==> src/rtl/rom_bank_fetch_ctrl.sv <==
// Read sequencer for the conv-layer weight ROM bank.
// A start pulse launches a sweep of a shared read address from 0 to
// num_words-1 across the selected banks. A downstream stall pauses the
// sweep. valid_out/last_out line up with the ROMs' registered 1-cycle read
// data, and done fires once in the drain cycle.
module rom_bank_fetch_ctrl #(
  parameter int NUM    = 10,
  parameter int DEPTH  = 1024,
  parameter int ADDR_W = 10
) (
  input  logic                    clk,
  input  logic                    rst_n,
  input  logic                    start,
  input  logic [ADDR_W:0]         num_words,
  input  logic [NUM-1:0]          bank_mask,
  input  logic                    stall,
  input  logic                    abort,
  output logic [NUM-1:0]          en,
  output logic [NUM*ADDR_W-1:0]   addr_master,
  output logic                    valid_out,
  output logic                    last_out,
  output logic                    busy,
  output logic                    done
);

  typedef enum logic [1:0] {
    IDLE  = 2'd0,
    FETCH = 2'd1,
    DRAIN = 2'd2
  } state_e;

  localparam logic [ADDR_W:0]   DEPTH_W = (ADDR_W+1)'(DEPTH);
  localparam logic [ADDR_W:0]   ONE_W   = (ADDR_W+1)'(1);
  localparam logic [ADDR_W-1:0] ADDR_1  = ADDR_W'(1);

  state_e              state_q, state_d;
  logic [ADDR_W-1:0]   addr_q, addr_d;
  logic [ADDR_W:0]     num_words_q, num_words_d;
  logic [NUM-1:0]      mask_q, mask_d;
  logic                valid_q, valid_d;
  logic                last_q, last_d;

  logic                start_ok;
  logic                issue;
  logic                at_last;
  logic [ADDR_W:0]     last_word;

  // A start counts only with a word count in 1..DEPTH. An abort in the
  // same cycle overrides it.
  assign start_ok  = start && !abort && (num_words != '0) && (num_words <= DEPTH_W);
  // A read goes to the ROMs in every un-stalled FETCH cycle.
  assign issue     = (state_q == FETCH) && !stall;
  assign last_word = num_words_q - ONE_W;
  assign at_last   = ({1'b0, addr_q} == last_word);

  // State register.
  always_ff @(posedge clk or negedge rst_n) begin
    // NOTE: sequential state uses non-blocking assignments only. Every
    // register then updates from values sampled before the edge.
    if (!rst_n) state_q <= IDLE;
    else        state_q <= state_d;
  end

  // Next-state logic.
  always_comb begin
    // NOTE: the default assignment first means every path drives state_d,
    // so no latch is inferred.
    state_d = state_q;
    unique case (state_q)
      IDLE:    if (start_ok) state_d = FETCH;
      FETCH:   if (abort) state_d = IDLE;
               else if (issue && at_last) state_d = DRAIN;
      DRAIN:   state_d = IDLE;
      default: state_d = IDLE;
    endcase
  end

  // Datapath next values: sweep parameters, address counter and the read-data qualifiers.
  always_comb begin
    addr_d      = addr_q;
    num_words_d = num_words_q;
    mask_d      = mask_q;
    valid_d     = issue && !abort;
    last_d      = issue && at_last && !abort;
    unique case (state_q)
      IDLE: begin
        if (start_ok) begin
          addr_d      = '0;
          num_words_d = num_words;
          mask_d      = bank_mask;
        end
      end
      FETCH: begin
        if (abort)                   addr_d = '0;
        else if (issue && !at_last)  addr_d = addr_q + ADDR_1;
      end
      DRAIN:   addr_d = '0;
      default: addr_d = '0;
    endcase
  end

  // Datapath registers.
  always_ff @(posedge clk or negedge rst_n) begin
    if (!rst_n) begin
      addr_q      <= '0;
      num_words_q <= '0;
      mask_q      <= '0;
      valid_q     <= 1'b0;
      last_q      <= 1'b0;
    end else begin
      addr_q      <= addr_d;
      num_words_q <= num_words_d;
      mask_q      <= mask_d;
      valid_q     <= valid_d;
      last_q      <= last_d;
    end
  end

  // Outputs. en follows stall combinationally, so a stalled cycle issues no read.
  always_comb begin
    en          = issue ? mask_q : '0;
    addr_master = {NUM{addr_q}};
    valid_out   = valid_q;
    last_out    = last_q;
    busy        = (state_q != IDLE);
    done        = (state_q == DRAIN);
  end

endmodule

==> config.mk <==
export PLATFORM = sky130hd
export DESIGN_NAME = rom_bank_fetch_ctrl
export DESIGN_NICKNAME = d
export VERILOG_FILES = /design/src/rtl/rom_bank_fetch_ctrl.sv
export SDC_FILE = /design/constraint.sdc
export NUM_CORES = 1
export LEC_CHECK = 0
export ABC_AREA = 1
export CORE_MARGIN = 10
export CORE_UTILIZATION = 41
export CTS_CLUSTER_DIAMETER = 40
export CTS_CLUSTER_SIZE = 20
export DETAILED_ROUTE_END_ITERATION = 8
export PLACE_DENSITY = 0.82
export SKIP_CTS_REPAIR_TIMING = 1
export SLEW_MARGIN = 20
export SYNTH_ARGS = -nofsm -noshare
export SYNTH_HDL_FRONTEND = slang
export SYNTH_SLANG_ARGS = --single-unit
==> constraint.sdc <==
create_clock -name clk -period 2.4 [get_ports clk]
set_input_delay 0.24 -clock clk [delete_from_list [all_inputs] [get_ports clk]]
set_output_delay 0.24 -clock clk [all_outputs]
set_load 0.02 [all_outputs]
; Yosys cells after proc, flatten, opt, wreduce, memory -nomap -nowiden
; Cells that the tools add are included.
; W data, S select, Z words.
[totals]
reg_bits = 35
romBits = 0
wordCells = 41
latch_bits = 0
out_inout_bits = 114
inputBits = 26
mem_bits_rw = 0
memories = 0
[op_classes]
n_bitwise = 0
div_mod_pow = 0
multipliers = 0
n_addsub = 2
order_cmp = 1
muxes = 9
eq_ne = 6
n_reduce_logical = 17
shifts = 0
[op_table]
columns = op, n
row1 = $mux W10, 4
row2 = $pmux W10 S2, 1
row3 = $eq A10 B11 Y1, 1
row4 = $le A11 B11 Y1 const B, 1
row5 = $reduce_bool A11 Y1, 1
row6 = $sub A11 B1 Y11 const B, 1
row7 = $add A10 B1 Y10 const B, 1
row8 = $logic_and A1 B1 Y1, 8
row9 = $mux W2, 3
row10 = $ne A3 B2 Y1 const B, 2
row11 = $reduce_and A2 Y1, 3
row12 = $pmux W2 S2, 1
row13 = $logic_not A1 Y1, 3
row14 = $eq A2 B1 Y1 const B, 1
row15 = $eq A2 B2 Y1 const B, 1
row16 = $logic_not A2 Y1, 1
row17 = $ne A2 B2 Y1 const B, 1
row18 = $reduce_bool A2 Y1, 1

; Depth between registers and ports, before layout
; Gate-level depths: netlist (run 1).
[depth]
ltp_word = 7
depth_mapped = 15
mapped_depth_nobuf = 15

; Worst setup path before layout (run 1)
; No wires, ideal clock.
[synth_timing]
path_type = register to register
startpoint = register addr_q[5]
endpoint = register addr_q[7]
stages_incl_launch_ff = 12
n_path_buf = 2
slack_ps = 653
setup_ps = 67
t_arrival_ps = 1680
required_time_ps = 2333
period_less_slack_ps = 1747
path_cell_list = dfrtp_1 > buf_2 > xor2_1 > nand2_1 > nand2_1 > nand2_1 > nor2_1 > nand3_2 > nand2_2 > buf_6 > nand3_1 > nand2_1
[synth_between]
elab_chain_len = 5
elab_cells_between_ends = 9
classes_between = add/sub (1) / eq/ne (2) / mux (3) / reduce/logical (3)
[synth_rtl]
columns = element, line
row1 = "start, declared", 37  ; logic [ADDR_W-1:0] addr_q, addr_d;
row2 = "start signal, assigned", 111  ; addr_q <= addr_d;
row3 = "parallel branches: the longest is 5 deep, another holds $add A10 B1 Y10", --
; Parallel ways; which one is timed is not known. The select of a mux whose other input is x is not followed.
; A chain may end at the register's enable or synchronous reset.

; Worst setup path in the final report (run 1)
[layout_timing]
startpoint = register state_q[1]
endpoint = output port en[7]
[layout_between]
elab_chain_len = 3
[layout_rtl]
columns = element, line
row1 = "start, declared", 36  ; state_e state_q, state_d;
row2 = "start signal, assigned", 61  ; else state_q <= state_d;
row3 = $eq A2 B1 Y1, 52  ; assign issue = (state_q == FETCH) && !stall;
row4 = $logic_and A1 B1 Y1, 52
row5 = $mux W10, 121  ; en = issue ? mask_q : '0;
row6 = "end, declared", 18  ; output logic [NUM-1:0] en,
; Every way passes these cells.

==> Flow_metrics.wiki, run 1 <==
{| class="wikitable"
! Metric !! Value
|-
| Result of the run || finished clean
|-
| Utilization after layout || 58.27%
|-
| Delay contributed by the slowest stage of the critical path || 0.63 ns
|-
| Critical path's slowest cell || clkdlybuf4s50_1
|-
| Placer congestion estimate || 0.8185
|-
| Total of buffers placed on input and output ports || 139
|-
| Most area-consuming cells after synthesis || dfrtp_1 (31%), buf_4 (24%), nand2_1 (9.4%), nor2_1 (8.5%), inv_1 (6.2%)
|-
| Max IR drop VDD || 310.0 uV
|-
| Post-DR wirelength/cell || 13.84 um
|-
| Syn Nets || 426
|-
| Share of the yosys chip area belonging to registers || 31.43%
|-
| Power per cell area || 448.7 nW/um^2
|-
| Overall routing resource usage || 13.42%
|-
| Final net count || 485
|-
| Cell breakdown of the critical path || inv_1, nand2_1, or2_2, nor2_1, clkdlybuf4s50_1
|-
| Proportion of netlist area held by the largest area contributor || 31.43%
|-
| Slew at the pin closest to its max-slew limit || 0.4752 ns
|-
| Max transition margin || 68.32%
|-
| Final non-filler cell total || 535
|-
| Number of nets with antenna violations after routing || 0
|-
| Ratio of cells with drive above 1 in the final layout || 6.114%
|-
| Register bit count reported by yosys || 35
|-
| First-pass GRT wire length || 11280 um
|-
| Standard cell core area || 6459 um^2
|-
| Worst hold path type || in2async
|-
| Leakage power summed over all cells || 1.717 nW
|-
| Depth of the CTS H-tree || 2
|-
| Startpoint of the lowest-slack register-to-register path || num_words_q[0]
|-
| Unrepaired setup endpoints after global routing || no
|-
| Final critical-path required period || 2.221 ns
|-
| Starting Density || 43.14%
|-
| Final hold slack || 0.3511 ns
|-
| Number of clock sinks || 35
|-
| DR vias/cell || 4.664
|-
| Rows || 29
|-
| Number of maximum-capacitance constraint violations || 0
|-
| Crit path required time || 2.16 ns
|-
| Worst endpoint data arrival time || 1.98 ns
|-
| Final Routed Wirelength || 7404 um
|-
| Via count of the first global-routing pass || 2275
|-
| Max Freq || 450.3 MHz
|-
| Most used cells in the layout excluding fill and tap cells || clkdlybuf4s50_1 (139), nand2_1 (70), nor2_1 (63)
|-
| Antenna violations before repair || 0
|-
| Sequential cell area || 875.8 um^2
|-
| Register clock-pin slew on the reported worst setup and hold paths || 0.07 ns
|-
| Detailed-route DRC error count || 0
|-
| Post-synth cell types || 25
|-
| Clock latency on the worst-skew pair || 0.29 ns
|-
| Master cell of the clock root buffer || clkbuf_8
|-
| Post-detailed-placement half-perimeter wirelength || 5994 um
|-
| Fin area || 3764 um^2
|-
| Area of combinational cells with multiple inputs || 1016 um^2
|-
| End of the worst register-to-register path || addr_q[4]
|-
| Die footprint || 10490 um^2
|-
| Setup CP Type || reg2out
|-
| Number of instances in the placed design || 527
|-
| Total negative slack || 0 ns
|-
| Total setup violations reported at the end of the flow || 0
|-
| Number of pins with negative max-slew slack in the final report || 0
|-
| Grt ovf || 0
|-
| Max Clock Skew || 0.005839 ns
|-
| Critical Path Sink Type || output pin
|-
| CTS tree || done
|-
| Total number of vias || 2495
|-
| Number of top-level pins || 140
|-
| Synthesized instance count || 398
|-
| Length of the first detailed-routing pass in iterations || 4
|-
| Standard cell area after detailed placement || 3642 um^2
|-
| Die height || 102.4 um
|-
| Largest net degree at the start of global routing || 36
|-
| Area of the mapped netlist || 2786 um^2
|-
| Hold Vio Cnt, Final || 0
|-
| Diode insertion count for antenna repair || 0
|-
| Total of fill cells in the finished design || 578
|-
| Cell accounting for the most synthesized area || dfrtp_1
|-
| Overall power after layout || 1.689 mW
|-
| Biggest fanout along the worst timing path || 12
|-
| Area Overhead vs Synth || 35.07%
|-
| Part of the cycle the worst path needs || 92.52%
|-
| Minimum setup slack among reg-to-reg paths || 0.27 ns
|-
| Maximum root-to-sink buffer count || 2
|-
| Critical path startpoint category || register
|-
| Reg2reg path depth || 14
|-
| Die boundary width || 102.4 um
|-
| Average footprint of a synthesized cell || 7.001 um^2
|-
| Number of CTS-inserted buffers || 5
|-
| Yosys synthesis warning count || 0
|-
| Post-Place Setup Slack || 0.2450 ns
|-
| Starting DRT DRC Count || 85
|-
| Setup slack of the critical path after layout || 0.1794 ns
|-
| Most common cell after layout, fill and taps aside || clkdlybuf4s50_1
|}
==> sequential cells by signal, summed over array words and instances (netlist names) <==
register / flops
num_words_q: 11
addr_q: 10
mask_q: 10
state_q: 2
last_out: 1
valid_out: 1
==> how the worst max path moves through the flow <==
stage                               from   endpoint  slack, ns  cells past startpoint
after floorplan                addr_q[5]  addr_q[7]       0.65                     11
after global placement             stall      en[3]       0.31                      4
after detailed placement           stall      en[7]       0.25                      4
after CTS                     state_q[1]      en[7]       0.17                      5
after global routing      num_words_q[0]  addr_q[8]      0.006                     14
final                         state_q[1]      en[7]       0.18                      5
==> per-layer routing <==
| metal | global-route usage, % | share of wire, % | up-vias |
|---|---|---|---|
| met5 | 0 | 0 | - |
| met4 | 3.579 | 1.0 | 0 |
| met3 | 6.680 | 15 | 10 |
| met2 | 23.31 | 46 | 125 |
| met1 | 14.10 | 38 | 1105 |
| li1 | - | - | 1255 |
==> cells by family (layout without fill, tap and decap cells) <==
logic type,Yosys count,count (layout),share of synthesized area (%)
XOR/XNOR,10,10,3.143
adder cells (fa/ha/maj),2,2,0.8979
buffers and inverters,145,205,32.11
AND/OR/NAND/NOR,178,178,26.85
flip-flops,35,35,31.43
multiplexers,2,2,0.8082
AO/OA/AOI/OAI,26,26,4.760
==> cells in the mapped netlist <==
cell	count
a21oi_1	18
and3_1	1
buf_2	4
buf_4	90
buf_6	1
clkbuf_1	4
dfrtp_1	35
ha_1	2
inv_1	46
mux2_2	2
nand2_1	70
nand2_2	2
nand3_1	21
nand3_2	1
nand4_1	5
nor2_1	63
nor2_2	2
nor3_1	8
nor4_1	4
o21ai_0	6
o21ai_1	1
o21bai_1	1
or2_2	1
xnor2_1	4
xor2_1	6
==> report_power, final <==
part / leakage [nW] / total, mW / switching, mW / internal (mW)
registers: 0.428 / 0.714 / 0.0518 / 0.662
clock network: 0.0618 / 0.572 / 0.230 / 0.342
logic: 1.23 / 0.404 / 0.229 / 0.174
total: 1.72 / 1.69 / 0.511 / 1.18
==> layout make-up <==
class	instances	share of cell area, %
Sequential cell	35	23.27
Clock inverter	2	1.031
Inverter	46	4.588
Timing Repair Buffer	151	39.36
Tap cell	77	2.560
Clock buffer	6	2.194
Multi-Input combinational cell	218	26.99
==> critical path, delay by kind of cell (launching register included) <==
| kind | cells | cell delay [ns] |
|---|---|---|
| flip-flops | 1 | 0.39 |
| buffers and inverters | 2 | 0.70 |
| AND/OR/NAND/NOR | 3 | 0.61 |
(Power assumes the default switching activity.)
==> run 2, diff against run 1 <==
CORE_ASPECT_RATIO = 1.75   (was not set)
==> Flow_metrics.wiki, run 2 (synthesis gave the netlist of run 1 again) <==
{| class="wikitable"
! Metric !! Value
|-
| Starting Density || 42.30% (was 43.14%)
|-
| Final net count || 483 (was 485)
|-
| Register clock-pin slew on the reported worst setup and hold paths || 0.06 ns (was 0.07 ns)
|-
| Result of the run || finished clean (unchanged)
|-
| Setup CP Type || reg2out (unchanged)
|-
| Ratio of cells with drive above 1 in the final layout || 5.482% (was 6.114%)
|-
| Detailed-route DRC error count || 0 (unchanged)
|-
| Rows || 39 (was 29)
|-
| Standard cell core area || 6588 um^2 (was 6459 um^2)
|-
| Max IR drop VDD || 474.8 uV (was 310.0 uV)
|-
| Final non-filler cell total || 538 (was 535)
|-
| Number of top-level pins || 140 (unchanged)
|-
| Overall routing resource usage || 13.45% (was 13.42%)
|-
| Slew at the pin closest to its max-slew limit || 0.5051 ns (was 0.4752 ns)
|-
| Diode insertion count for antenna repair || 0 (unchanged)
|-
| Part of the total power dissipated in combinational logic || 23.4% (was 23.9%)
|-
| Total internal power || 1.221 mW (was 1.178 mW)
|-
| Number of flip-flops under the largest register name || 11 (unchanged)
|-
| Final critical-path required period || 2.179 ns (was 2.221 ns)
|-
| Total number of vias || 2558 (was 2495)
|-
| Grt ovf || 0 (unchanged)
|-
| Total of fill cells in the finished design || 618 (was 578)
|-
| Switching Power || 0.5362 mW (was 0.5112 mW)
|-
| Biggest fanout along the worst timing path || 12 (unchanged)
|-
| Total setup violations reported at the end of the flow || 0 (unchanged)
|-
| Total of buffers placed on input and output ports || 139 (unchanged)
|-
| Biggest registers after layout || num_words_q: 11 flops, addr_q: 10 flops, mask_q: 10 flops (unchanged)
|-
| Most common cell after layout, fill and taps aside || clkdlybuf4s50_1 (unchanged)
|-
| Die height || 129.1 um (was 102.4 um)
|-
| Depth of the CTS H-tree || 2 (unchanged)
|-
| Master cell of the clock root buffer || clkbuf_16 (was clkbuf_8)
|-
| Register name with the most flops || num_words_q (unchanged)
|-
| Part of the cycle the worst path needs || 90.78% (was 92.52%)
|-
| Worst hold path type || in2async (unchanged)
|-
| Part of the power in registers || 40.7% (was 42.3%)
|-
| Area of combinational cells with multiple inputs || 1021 um^2 (was 1016 um^2)
|-
| Critical path startpoint category || register (unchanged)
|-
| Antenna violations before repair || 0 (unchanged)
|-
| Proportion of power drawn by the clock network || 35.9% (was 33.8%)
|-
| Number of instances in the placed design || 530 (was 527)
|-
| Critical Path Sink Type || output pin (unchanged)
|-
| Max Freq || 459.0 MHz (was 450.3 MHz)
|-
| DR vias/cell || 4.755 (was 4.664)
|-
| Worst endpoint data arrival time || 1.94 ns (was 1.98 ns)
|-
| Number of nets with antenna violations after routing || 0 (unchanged)
|-
| Sequential cell area || 875.8 um^2 (unchanged)
|-
| Die boundary width || 82.32 um (was 102.4 um)
|-
| Number of maximum-capacitance constraint violations || 0 (unchanged)
|-
| Clock latency on the worst-skew pair || 0.28 ns (was 0.29 ns)
|-
| Area Overhead vs Synth || 36.10% (was 35.07%)
|-
| Via count of the first global-routing pass || 2409 (was 2275)
|-
| Number of CTS-inserted buffers || 5 (unchanged)
|-
| Number of pins with negative max-slew slack in the final report || 0 (unchanged)
|-
| Most used cells in the layout excluding fill and tap cells || clkdlybuf4s50_1 (139), nand2_1 (70), nor2_1 (63) (unchanged)
|-
| Starting DRT DRC Count || 112 (was 85)
|-
| Final Routed Wirelength || 7620 um (was 7404 um)
|-
| Maximum root-to-sink buffer count || 2 (unchanged)
|-
| Switch share || 30.52% (was 30.27%)
|-
| Unrepaired setup endpoints after global routing || no (unchanged)
|-
| Hold Vio Cnt, Final || 0 (unchanged)
|-
| Length of the first detailed-routing pass in iterations || 4 (unchanged)
|-
| Number of clock sinks || 35 (unchanged)
|-
| Post-detailed-placement half-perimeter wirelength || 6231 um (was 5994 um)
|-
| Total negative slack || 0 ns (unchanged)
|-
| First-pass GRT wire length || 11390 um (was 11280 um)
|-
| Placer congestion estimate || 0.8676 (was 0.8185)
|-
| Final hold slack || 0.3710 ns (was 0.3511 ns)
|-
| Largest net degree at the start of global routing || 41 (was 36)
|-
| Post-DR wirelength/cell || 14.16 um (was 13.84 um)
|-
| Max transition margin || 66.33% (was 68.32%)
|-
| Power per cell area || 463.3 nW/um^2 (was 448.7 nW/um^2)
|-
| Die footprint || 10620 um^2 (was 10490 um^2)
|-
| Leakage power summed over all cells || 1.720 nW (was 1.717 nW)
|-
| Crit path required time || 2.16 ns (about the same)
|-
| CTS tree || done (unchanged)
|-
| Max Clock Skew || 0.002746 ns (was 0.005839 ns)
|}
[run 2: cell count changes in the layout (fill, tap and decap cells not counted)]
cell        delta
buf_12         +1
buf_4          -3
bufinv_16      -1
clkbuf_1       +1
clkbuf_16      +5
clkbuf_8       -6
clkinv_2       +1
clkinvlp_4     +1
inv_6          -1
nand2_2        -1
nand2_4        +1
[run 2: power groups by stage]
stage / Combinational, mW / Clock, mW / Sequential, mW
finish: 0.412 / 0.630 / 0.715
global route: 0.465 / 0.664 / 0.725
CTS: 0.416 / 0.636 / 0.716
detailed placement: 0.412 / 0 / 0.725
global placement: 0.397 / 0 / 0.721
floorplan: 0.268 / 0 / 0.716
[run 2: metal layers]
| metal | share of wire, % | GRT usage, % |
|---|---|---|
| met1 | 31 | 11.48 |
| met2 | 54 | 25.61 |
| met3 | 13 | 5.402 |
| met4 | 2.4 | 6.036 |
| met5 | 0 | 0 |
[run 2: area by class of cell]
cell class / instances / share of cell area [%]
tap: 82 / 2.705
multi-input combinational: 218 / 26.92
clock inverter: 2 / 0.3299
clock buffer: 6 / 3.398
timing repair buffer: 149 / 39.00
inverter: 46 / 4.553
sequential: 35 / 23.09
[run 2: path summary, 6_finish.rpt]
path | end | cells past startpoint | slack (ns) | startpoint
worst max-delay path | en[9] | 5 | 0.22 | state_q[1]
worst min-delay path | mask_q[2] | 2 | 0.37 | rst_n
worst max register to register | addr_q[2] | 14 | 0.30 | num_words_q[0]
worst min register to register | mask_q[0] | 2 | 0.51 | mask_q[0]
max in group asynchronous | valid_out | 2 | 1.71 | rst_n
min in group clk | mask_q[0] | 2 | 0.51 | mask_q[0]
[run 2: critical path, stage by stage, from the launching register on]
cell,delay (ns)
dfrtp_1,0.37
inv_1,0.07
nand2_1,0.07
or2_2,0.39
nor2_1,0.14
clkdlybuf4s50_1,0.62
[run 2: stage by stage]
step	setup slack [ns]	instance area (um^2)	util, %	total power [mW]
after floorplan	0.6528	2786	-	0.9843
after global placement	0.3090	3646	55.35	1.118
after detailed placement	0.2658	3646	55.35	1.137
after CTS	0.1970	3787	57.49	1.768
after global routing	0.04395	3792	57.57	1.853
final	0.2212	3792	57.57	1.757
